--- src/rtl/stopwatch_core.sv ---
// stopwatch_core: MM:SS BCD timekeeping core with run, pause and manual
// adjust modes. Advances on single-cycle ticks from the clock divider and
// drives the digit and status fields read by the seven-segment multiplexer.
//
//   state     | meaning
//   ----------+------------------------------------------------------------
//   ST_RUN    | count_tick advances the full MM:SS chain with carries
//   ST_PAUSED | digits frozen, both ticks ignored
//   ST_ADJUST | adj_tick advances only the field chosen by sel, no carry
//
// The state register always equals the decode of (adj_q, paused_q): ADJUST
// wins whenever adj_q is set, so a pause toggled while adjusting is simply
// remembered in paused_q and shows up as PAUSED or RUN once adj drops.
// SYNC_STAGES must be at least 2.
module stopwatch_core #(
  parameter int SYNC_STAGES = 2
) (
  input  logic       clk,
  input  logic       rst,
  input  logic       count_tick,
  input  logic       adj_tick,
  input  logic       pause_btn,
  input  logic       adj,
  input  logic       sel,
  output logic [3:0] min_tens,
  output logic [3:0] min_ones,
  output logic [3:0] sec_tens,
  output logic [3:0] sec_ones,
  output logic       paused,
  output logic       adjusting,
  output logic [1:0] blink_field
);

  typedef enum logic [1:0] {
    ST_RUN    = 2'd0,
    ST_PAUSED = 2'd1,
    ST_ADJUST = 2'd2
  } state_t;

  state_t state_q, state_d;

  logic [SYNC_STAGES-1:0] sync_q, sync_d;
  logic                   btn_prev_q, btn_prev_d;
  logic                   btn_rise;

  logic paused_q, paused_d;
  logic adj_q, adj_d;

  logic [3:0] min_tens_q, min_tens_d;
  logic [3:0] min_ones_q, min_ones_d;
  logic [3:0] sec_tens_q, sec_tens_d;
  logic [3:0] sec_ones_q, sec_ones_d;

  logic [7:0] sec_next;
  logic [7:0] min_next;
  logic       sec_at_max;

  // One step of a 00..59 BCD field; 59 wraps to 00. Returns {tens, ones}.
  function automatic logic [7:0] bcd60_inc(input logic [3:0] tens,
                                           input logic [3:0] ones);
    logic [3:0] t;
    logic [3:0] o;
    t = tens;
    o = ones;
    if (ones == 4'd9) begin
      o = 4'd0;
      if (tens == 4'd5) begin
        t = 4'd0;
      end else begin
        t = tens + 4'd1;
      end
    end else begin
      o = ones + 4'd1;
    end
    return {t, o};
  endfunction

  // Button synchronizer shift and rising-edge detect against one extra flop.
  always_comb begin
    sync_d     = {sync_q[SYNC_STAGES-2:0], pause_btn};
    btn_prev_d = sync_q[SYNC_STAGES-1];
    btn_rise   = sync_q[SYNC_STAGES-1] & ~btn_prev_q;
  end

  // Synchronizer and edge-detect flops.
  always_ff @(posedge clk or posedge rst) begin
    if (rst) begin
      sync_q     <= '0;
      btn_prev_q <= 1'b0;
    end else begin
      sync_q     <= sync_d;
      btn_prev_q <= btn_prev_d;
    end
  end

  // Next pause flag, adjust sample and the mode they decode to.
  always_comb begin
    paused_d = paused_q ^ btn_rise;
    adj_d    = adj;
    state_d  = ST_RUN;
    if (adj_d) begin
      state_d = ST_ADJUST;
    end else if (paused_d) begin
      state_d = ST_PAUSED;
    end
  end

  // Mode register and the flags it is decoded from.
  always_ff @(posedge clk or posedge rst) begin
    if (rst) begin
      state_q  <= ST_RUN;
      paused_q <= 1'b0;
      adj_q    <= 1'b0;
    end else begin
      state_q  <= state_d;
      paused_q <= paused_d;
      adj_q    <= adj_d;
    end
  end

  // Digit update: full carry chain in RUN, single selected field in ADJUST.
  always_comb begin
    min_tens_d = min_tens_q;
    min_ones_d = min_ones_q;
    sec_tens_d = sec_tens_q;
    sec_ones_d = sec_ones_q;
    sec_next   = bcd60_inc(sec_tens_q, sec_ones_q);
    min_next   = bcd60_inc(min_tens_q, min_ones_q);
    sec_at_max = (sec_tens_q == 4'd5) && (sec_ones_q == 4'd9);
    case (state_q)
      ST_RUN: begin
        if (count_tick) begin
          {sec_tens_d, sec_ones_d} = sec_next;
          if (sec_at_max) begin
            {min_tens_d, min_ones_d} = min_next;
          end
        end
      end
      ST_ADJUST: begin
        if (adj_tick) begin
          if (sel) begin
            {sec_tens_d, sec_ones_d} = sec_next;
          end else begin
            {min_tens_d, min_ones_d} = min_next;
          end
        end
      end
      default: begin
      end
    endcase
  end

  // Digit registers.
  always_ff @(posedge clk or posedge rst) begin
    if (rst) begin
      min_tens_q <= 4'd0;
      min_ones_q <= 4'd0;
      sec_tens_q <= 4'd0;
      sec_ones_q <= 4'd0;
    end else begin
      min_tens_q <= min_tens_d;
      min_ones_q <= min_ones_d;
      sec_tens_q <= sec_tens_d;
      sec_ones_q <= sec_ones_d;
    end
  end

  assign min_tens    = min_tens_q;
  assign min_ones    = min_ones_q;
  assign sec_tens    = sec_tens_q;
  assign sec_ones    = sec_ones_q;
  assign paused      = paused_q;
  assign adjusting   = adj_q;
  assign blink_field = adj_q ? (sel ? 2'b01 : 2'b10) : 2'b00;

endmodule

--- config.mk ---
export PLATFORM = sky130hd
export DESIGN_NAME = stopwatch_core
export DESIGN_NICKNAME = d
export VERILOG_FILES = /design/src/rtl/stopwatch_core.sv
export SDC_FILE = /design/constraint.sdc
export NUM_CORES = 1
export LEC_CHECK = 0
export BUFFER_PORTS_ARGS = -buffer_cell sky130_fd_sc_hd__buf_2
export CAP_MARGIN = 10
export CORE_UTILIZATION = 40
export DETAILED_ROUTE_END_ITERATION = 8
export PLACE_DENSITY = 0.7
export SKIP_CTS_REPAIR_TIMING = 1
export SLEW_MARGIN = 25
export SYNTH_ARGS = -nofsm -noshare
export SYNTH_HDL_FRONTEND = slang
export SYNTH_SLANG_ARGS = --single-unit
--- constraint.sdc ---
create_clock -name clk -period 2.36 [get_ports clk]
set_input_delay 0.236 -clock clk [delete_from_list [all_inputs] [get_ports clk]]
set_output_delay 0.236 -clock clk [all_outputs]
set_load 0.02 [all_outputs]
Word-level counts from Yosys, hierarchy flattened
Cells that the tools add are included.
{"block": "totals", "wordCells": 59, "input_bits": 7, "regBits": 23}
{"block": "op_classes", "mux": 28, "n_addsub": 4, "n_reduce_logical": 5, "bitwise_logic": 3, "eq_ne": 10}
{"cell": "4-bit two-way mux", "count": 20}
{"cell": "4-bit case mux with 2 select lines", "count": 4}
{"cell": "4-bit by 1-bit adder with 4-bit output, second input constant", "count": 4}
{"cell": "2-bit != test, second input constant", "count": 5}
{"cell": "4-bit by 3-bit == test with 1-bit output, second input constant", "count": 2}
{"cell": "4-bit == test, second input constant", "count": 2}
{"cell": "2-bit two-way mux", "count": 3}
{"cell": "5-bit AND reduction", "count": 1}
{"cell": "4-bit AND reduction", "count": 1}
{"cell": "2-bit == test, second input constant", "count": 1}
{"cell": "2-bit zero test", "count": 1}
{"cell": "2-bit nonzero test", "count": 1}
{"cell": "1-bit AND", "count": 1}
{"cell": "1-bit logical AND", "count": 1}
{"cell": "1-bit two-way mux", "count": 1}
{"cell": "1-bit NOT", "count": 1}
{"cell": "1-bit XOR", "count": 1}

Longest topological paths before layout
Gate-level depths: netlist of the first run.
{"block": "logic_depth", "depth_word": 6, "depth_mapped": 5, "depth_no_buf": 5}

Least setup slack after synthesis of the first run
OpenSTA, ideal clock, no wires.
{"block": "synth_path", "path_kind": "register to register", "from": "reg, netlist name adjusting", "to": "reg min_tens_q[3], in the netlist min_tens[3]", "path_slack_ns": 0.531, "t_arrival_ns": 1.699, "n_path_buf": 0, "stages_incl_launch_ff": 6, "setup_ns": 0.129, "cell_sequence": "dfrtp_1 -> nor2b_1 -> and3b_1 -> o2111ai_2 -> or2_1 -> xnor2_1"}
{"element": "end signal: assignment", "line_no": "161", "rtl": "min_tens_q <= min_tens_d;"}
{"element": "end: declaration", "line_no": "49", "rtl": "logic [3:0] min_tens_q, min_tens_d;"}

Worst setup path in the final report of the first run
{"block": "layout_path", "from": "reg sec_tens_q[1], in the netlist sec_tens[1]", "to": "reg min_ones_q[1], in the netlist min_ones[1]"}
{"block": "layout_via", "elab_chain_cells": 4}
{"element": "start: declaration", "line_no": "51", "rtl": "logic [3:0] sec_tens_q, sec_tens_d;"}
{"element": "start signal: assignment", "line_no": "163", "rtl": "sec_tens_q <= sec_tens_d;"}
{"element": "4-bit by 3-bit == test with 1-bit output", "line_no": "129", "rtl": "sec_at_max = (sec_tens_q == 4'd5) && (sec_ones_q == 4'd9);"}
{"element": "1-bit logical AND", "line_no": "129"}
{"element": "2-bit != test (no source line)"}
{"element": "5-bit AND reduction (no source line)"}
{"element": "end signal: assignment", "line_no": "162", "rtl": "min_ones_q <= min_ones_d;"}
{"element": "end: declaration", "line_no": "50", "rtl": "logic [3:0] min_ones_q, min_ones_d;"}
Every way passes these cells.
A chain may end at the register's enable or synchronous reset.

==> results by group, run 1 <==
Cells and area
  • Layout fillers: 209
  • Core Util, Final: 0.538
  • Multi-input logic area: approximately 430 µm²
  • Fin nets: ~130
  • Area grow syn2layout: 22.9%
  • Reg area: 551 µm²
  • Fraction of layout cells with a size suffix above 1: 0.336
  • Ant. Diodes: 0

Worst hold path
  • WHS Path Cells: 1
  • Hold EP: adjusting$_DFF_PP0_
  • Worst Hold Class: input pin to flop
  • Hold Startpoint: adj

STA
  • Slew margin rel.: 0.462
  • Max Clock Freq: 0.602 GHz
  • Tcrit/Tclk final: 0.704
  • Final Hold Viols: 0
  • Worst-Margin Slew: around 810 ps
  • Clock skew: ~7.4 ps
  • Fin crit period: 1660 ps
  • Final setup vio count: 0
  • Final Max Tran Viols: 0
  • RSZ-0062 raised after global routing: no
  • Setup TNS Final: 0 ps

Worst setup path
  • Worst path max stage delay: about 460 ps
  • Setup Crit Path Kind: flop to flop
  • R2r worst-path depth: 4
  • CP Capture Type: flop
  • Startpoint Class: flop
  • R2R Setup Slk: 700 ps
  • Critical Path AT: about 1900 ps
  • Reg-to-Reg Start: sec_tens[1]$_DFFE_PP0P_
  • Max FO, Critical Path: 7
  • End of the worst register-to-register path: min_ones[1]$_DFFE_PP0P_
  • Crit path buf inv count: 0
  • CP delay by family, top: simple AND/OR/NAND/NOR gates
  • Required time of the critical path: approximately 2600 ps
  • Crit-path slowest cell: dfrtp_1
  • Crit-path cells: nor4b_2, and4_4, o21a_2, mux2_2

GRT
  • Vias in the first global route: roughly 700
  • GRT Overall Usage: 0.156
  • GRT met3 Usage: 0.0380
  • Global routing's busiest layer: met2
  • First-pass GRT wire length: 2970 µm
  • Met2 usage: 0.250
  • Initial antenna violation count: 0
  • GRT Residual Overflow: 0
  • GRT met1 Usage: 0.187
  • Largest net degree at the start of global routing: 23

Die
  • Chip height: between 50 and 60 µm
  • # IOs: 27
  • Die Area: 0.00269 mm²
  • Num rows: 17
  • Die W: between 50 and 60 µm
  • Core area: 0.00228 mm²
  • Initial core utilization: 0.438

Synth
  • Syn avg cell area: between 10 and 15 µm²
  • YS warnings: 0
  • Register area share after synthesis: 0.553
  • Largest area contributor in the netlist: dfrtp_1
  • Ranking of synthesized cells by area: dfrtp_1 55%, xnor2_1 5.3%, nor2b_1 3.8%, mux2_2 3.4%, o21ai_0 3.0%
  • Yosys cell types: 30
  • Ys async rst share: 1.00
  • Synth Register Bits: 22
  • Count leader, synth: dfrtp_1
  • EDFF count, synth: 0
  • Net count after synthesis: 95
  • Synth top area share: 0.553
  • Cells after synthesis: 88
  • Post-Syn Area: about 1000 µm²
  • Ys flop type: dfrtp_1
  • Synth cell count leaders: 22 x dfrtp_1, 6 x nor2b_1, 6 x o21ai_0, 6 x xnor2_1, 5 x nand2_1

CTS
  • Worst-path clk slew: approximately 120 ps
  • H-tree depth: 1
  • Clock root buffer: clkbuf_4
  • Clk sinks: 22
  • CTS Buffer Depth: 2
  • Num CTS Buffers: 3
  • Clk_lat worst skew: roughly 310 ps
  • CTS tree: done

Place
  • Detailed Place HPWL: approximately 1400 µm
  • I/O Buffers: 26
  • Routability-driven placement congestion ratio: just under 0.8

Status
  • Outcome: finished, final reports clean

Power
  • Peak supply drop: around 720 µV
  • Pleak: 0.573 nW
  • PwrDens: between 1000 and 1500 mW/mm²

Drt
  • DRT antenna net count: 0
  • Initial DRT Pass Iterations: 4
  • Drc violations: 0
  • WL final: 1790 µm
  • Initial DRC count: 12
  • DR WL/cell: between 10 and 15 µm
  • Vias per cell: 5.20
  • Via count: ~760

Run
  • Max_cap viols: 0
[cells in the final DEF, fill, tap and decap left out, types with 2 or more instances in the layout]
cell / instances
buf_2: 26
dfrtp_1: 22
nor2b_1: 6
o21ai_0: 6
xnor2_1: 6
nand2_1: 5
inv_1: 4
nand2b_1: 4
nand3_1: 3
nor2_1: 3
mux2_2: 3
clkbuf_4: 3
and2_1: 2
a22o_1: 2
xor2_1: 2
nor3_1: 2
and3_1: 2
a21oi_1: 2
[how the worst max path moves through the flow]
stage | from | end | slack (ps) | cells after the start
after detailed placement | sec_tens[1]$_DFFE_PP0P_ | min_tens[3]$_DFFE_PP0P_ | 720 | 5
after CTS | sec_tens[1]$_DFFE_PP0P_ | min_ones[1]$_DFFE_PP0P_ | 700 | 4
final | sec_tens[1]$_DFFE_PP0P_ | min_ones[1]$_DFFE_PP0P_ | 700 | 4
after global routing | sec_tens[1]$_DFFE_PP0P_ | min_tens[3]$_DFFE_PP0P_ | 620 | 5
after global placement | sec_tens[1]$_DFFE_PP0P_ | min_tens[3]$_DFFE_PP0P_ | 770 | 5
after floorplan | adjusting$_DFF_PP0_ | min_tens[3]$_DFFE_PP0P_ | 530 | 5
[worst reg2reg max path: stages (launching register included)]
cell and delay, ps:
dfrtp_1 460, nor4b_2 290, and4_4 280, o21a_2 190, mux2_2 340
[layout make-up]
class / instances / area share
clock buffers: 3 / 0.0184
inverters: 4 / 0.0123
flip-flops and latches: 22 / 0.450
repair buffers: 27 / 0.115
multi-input cells: 62 / 0.352
clock inverters: 1 / 0.0245
well taps: 28 / 0.0286
[through the flow]
step | total power [mW] | setup slack, ps | cell area (µm²) | cells | hold slack [ps]
final | 1.46 | 700 | 1220 | 147 | 39.7
after detailed placement | 1.19 | 716 | 1160 | 142 | 345
after global placement | 1.18 | 774 | 1160 | 142 | 334
after global routing | 1.56 | 618 | 1220 | 147 | 13.4
after floorplan | 1.01 | 531 | 996 | 88 | 225
after CTS | 1.48 | 699 | 1210 | 146 | 8.42
[flip-flops by register name, summed over array words and instances (netlist names)]
name,cells
paused,1
sec_ones,4
sync_q,2
min_ones,4
state_q,1
min_tens,4
btn_prev_q,1
sec_tens,4
adjusting,1
[per-layer routing]
metal	routed length [µm]	vias to the layer above
met5	0	-
met2	835	26
met1	819	367
met4	43	0
met3	91	5
li1	-	366
[power by group]
| group | internal [mW] | total, mW | switching [mW] |
|---|---|---|---|
| sequential | 0.495 | 0.656 | 0.160 |
| clock | 0.172 | 0.285 | 0.113 |
| combinational | 0.227 | 0.524 | 0.297 |
| total | 0.894 | 1.46 | 0.570 |
[cell families after synthesis]
kind of cell / count (synthesis) / synth area share
muxes: 3 / 0.0339
buffers and inverters: 4 / 0.0151
DFF: 22 / 0.553
and+or+nand+nor: 35 / 0.217
xor gates and xnor gates: 8 / 0.0704
AOI/OAI and AO/OA: 16 / 0.111
Note: power is estimated with default switching activity, not from simulation.
==> run 2, diff against run 1 <==
--- a/config.mk
+++ b/config.mk
@@ -5,11 +5,12 @@
 export SDC_FILE = /design/constraint.sdc
 export NUM_CORES = 1
 export LEC_CHECK = 0
+export ABC_AREA = 1
 export BUFFER_PORTS_ARGS = -buffer_cell sky130_fd_sc_hd__buf_2
 export CAP_MARGIN = 10
 export CORE_UTILIZATION = 40
 export DETAILED_ROUTE_END_ITERATION = 8
-export PLACE_DENSITY = 0.7
+export PLACE_DENSITY = 0.68
 export SKIP_CTS_REPAIR_TIMING = 1
 export SLEW_MARGIN = 25
 export SYNTH_ARGS = -nofsm -noshare
==> constraint.sdc (replaced) <==
create_clock -name clk -period 1.7 [get_ports clk]
set_input_delay 0.17 -clock clk [delete_from_list [all_inputs] [get_ports clk]]
set_output_delay 0.17 -clock clk [all_outputs]
set_load 0.02 [all_outputs]
==> results by group, run 2 <==
Synth
  • Register area share after synthesis: 0.481 (-0.0719)
  • Largest area contributor in the netlist: dfrtp_1
  • Ys async rst share: 1.00 (unchanged)
  • Cells after synthesis: 148 (+68%)
  • Count leader, synth: nand2_1
  • Ys flop type: dfrtp_1
  • Yosys cell types: 20 (-33%)
  • Net count after synthesis: 155 (+63%)
  • Syn avg cell area: 7.74 µm² (-32%)
  • Ranking of synthesized cells by area: dfrtp_1 48%, nand2_1 13%, nand4_1 6.6%, inv_1 5.6%, nor2_1 5.6%
  • Synth top area share: 0.481 (-0.0719)
  • Synth cell count leaders: 41 x nand2_1, 22 x dfrtp_1, 17 x inv_1, 17 x nor2_1, 12 x nand4_1
  • Synth Register Bits: 22 (unchanged)
  • EDFF count, synth: 0 (unchanged)
  • Post-Syn Area: 0.00114 mm² (+15%)
  • YS warnings: 0 (unchanged)

GRT
  • GRT Residual Overflow: 0 (unchanged)
  • GRT met1 Usage: 0.210 (+0.0229)
  • Met2 usage: 0.234 (-0.0159)
  • Vias in the first global route: 903 (+32%)
  • First-pass GRT wire length: 3770 µm (+27%)
  • Global routing's busiest layer: met2
  • Initial antenna violation count: 0 (unchanged)
  • GRT Overall Usage: 0.156 (-0.000264)
  • GRT met3 Usage: 0.0328 (-0.00522)
  • Largest net degree at the start of global routing: 23 (unchanged)

Worst hold path
  • Hold Startpoint: count_tick
  • Hold EP: min_ones[0]$_DFFE_PP0P_
  • Worst Hold Class: input pin to flop
  • WHS Path Cells: 5 (+4)

Place
  • Cell Count Post-Placement: 204 (+44%)
  • Detailed Place HPWL: 1660 µm (+23%)
  • I/O Buffers: 26 (unchanged)
  • Routability-driven placement congestion ratio: 0.802 (+4.0%)
  • Placed inst area: 0.00131 mm² (+13%)
  • Pre-CTS setup slack: 378 ps (-338 ps)

Cells and area
  • Fin nets: 188 (+48%)
  • Most frequent cells in the layout: 41 x nand2_1, 26 x buf_2, 22 x dfrtp_1, 17 x inv_1, 17 x nor2_1
  • Core Util, Final: 0.510 (-0.0274)
  • Ant. Diodes: 0 (unchanged)
  • Post-Layout Cell Count: 211 (+44%)
  • Area grow syn2layout: 21.9%
  • Final Cell Area: 0.00140 mm² (+14%)
  • Fraction of layout cells with a size suffix above 1: 0.256 (-0.0806)
  • Most common cell after layout, fill and taps aside: nand2_1

Drt
  • DR WL/cell: 10.6 µm (-13%)
  • Initial DRT Pass Iterations: 4 (unchanged)
  • DRT antenna net count: 0 (unchanged)
  • Drc violations: 0 (unchanged)
  • Initial DRC count: 32 (+20)
  • WL final: 2230 µm (+25%)
  • Vias per cell: 4.94 (-4.9%)
  • Via count: 1043 (+37%)

STA
  • Max Clock Freq: 0.730 GHz (+21%)
  • Tcrit/Tclk final: 0.806 (+0.102)
  • Worst-Margin Slew: 386 ps (-420 ps)
  • Setup TNS Final: 0 ps (unchanged)
  • Slew margin rel.: 0.742 (+0.280)
  • Hold slack: 265 ps (+226 ps)
  • Clock skew: 10.1 ps (+2.65 ps)
  • Final setup vio count: 0 (unchanged)
  • Fin crit period: 1370 ps (-290 ps)
  • RSZ-0062 raised after global routing: no
  • Final Max Tran Viols: 0 (unchanged)
  • Final Hold Viols: 0 (unchanged)
  • Setup ws final: 330 ps (-370 ps)

Worst setup path
  • Required time of the critical path: 1910 ps (-650 ps)
  • Startpoint Class: flop
  • Crit path buf inv count: 1 (+1)
  • R2r worst-path depth: 8 (+4)
  • Critical Path AT: 1580 ps (-280 ps)
  • Max FO, Critical Path: 10 (+3)
  • CP Capture Type: flop
  • Reg-to-Reg Start: sec_tens[1]$_DFFE_PP0P_
  • Setup Crit Path Kind: flop to flop
  • End of the worst register-to-register path: min_ones[3]$_DFFE_PP0P_
  • Cell mode on critical path: nand2_1
  • R2R Setup Slk: 330 ps (-370 ps)
  • Worst path max stage delay: 430 ps (-30 ps)
  • Crit-path cells: inv_1, nand2_1, nor2_1, nand2_1, nand2_2, nand3_2, nand2_1, nand2_1
  • CP delay by family, top: simple AND/OR/NAND/NOR gates
  • Crit-path slowest cell: dfrtp_1

Power
  • PwrDens: 1460 mW/mm² (+22%)
  • Peak supply drop: 1190 µV (+67%)
  • Pleak: 0.735 nW (+28%)
  • Power, Total: 2.04 mW (+39%)

Run
  • Max_cap viols: 0 (unchanged)

CTS
  • H-tree depth: 1 (unchanged)
  • Clk sinks: 22 (unchanged)
  • Clock root buffer: clkbuf_4
  • Worst-path clk slew: 120 ps (about the same)
  • CTS tree: done
  • Num CTS Buffers: 3 (unchanged)
  • Clk_lat worst skew: 310 ps (about the same)
  • CTS Buffer Depth: 2 (unchanged)

Die
  • Core area: 0.00273 mm² (+20%)
  • Initial core utilization: 0.419 (-0.0188)
  • Die W: 55.5 µm (+6.9%)
  • Num rows: 19 (+2)
  • Die Area: 0.00308 mm² (+14%)
  • Chip height: 55.5 µm (+6.9%)
  • # IOs: 27 (unchanged)

Status
  • Outcome: finished, final reports clean
==> run 2: kinds of logic after synthesis <==
| logic type | after synthesis | share of synthesized area |
|---|---|---|
| simple gates | 87 | 0.361 |
| buf+inv | 24 | 0.0798 |
| flops | 22 | 0.481 |
| compound gates | 11 | 0.0481 |
| xor+xnor | 4 | 0.0306 |
==> run 2: report_power, final <==
part	leakage [nW]	switching, mW	internal (mW)
logic	0.432	0.504	0.282
clock network	0.0279	0.158	0.239
registers	0.276	0.189	0.668
==> run 2: layout make-up <==
| class | count | area [µm²] |
|---|---|---|
| Fill cell | 266 | 1340 |
| Sequential cell | 22 | 551 |
| Multi-Input combinational cell | 102 | 503 |
| Timing Repair Buffer | 30 | 168 |
| Inverter | 22 | 82.6 |
| Tap cell | 31 | 38.8 |
| Clock inverter | 1 | 30.0 |
| Clock buffer | 3 | 22.5 |
==> run 2: worst max-delay path by stage <==
stage	cells past startpoint	startpoint	slack (ps)	end
5_1_grt	8	sec_tens[1]$_DFFE_PP0P_	210	min_ones[3]$_DFFE_PP0P_
2_1_floorplan	7	adjusting$_DFF_PP0_	230	sec_ones[3]$_DFFE_PP0P_
4_1_cts	8	sec_tens[1]$_DFFE_PP0P_	340	min_ones[3]$_DFFE_PP0P_
3_3_place_gp	8	sec_tens[1]$_DFFE_PP0P_	380	min_ones[3]$_DFFE_PP0P_
3_5_place_dp	8	sec_ones[2]$_DFFE_PP0P_	380	min_ones[3]$_DFFE_PP0P_
6_report	8	sec_tens[1]$_DFFE_PP0P_	330	min_ones[3]$_DFFE_PP0P_
==> run 2: worst register-to-register path, delay by kind of cell (launching register included) <==
| kind | cells | cell delay (ps) |
|---|---|---|
| AND/OR/NAND/NOR | 7 | 740 |
| flip-flops | 1 | 430 |
| buffers and inverters | 1 | 110 |
==> run 2: metal layers <==
metal	vias up	part of all wire
met5	-	0
met4	0	0.027
met3	7	0.039
met2	28	0.46
met1	470	0.47
li1	538	-
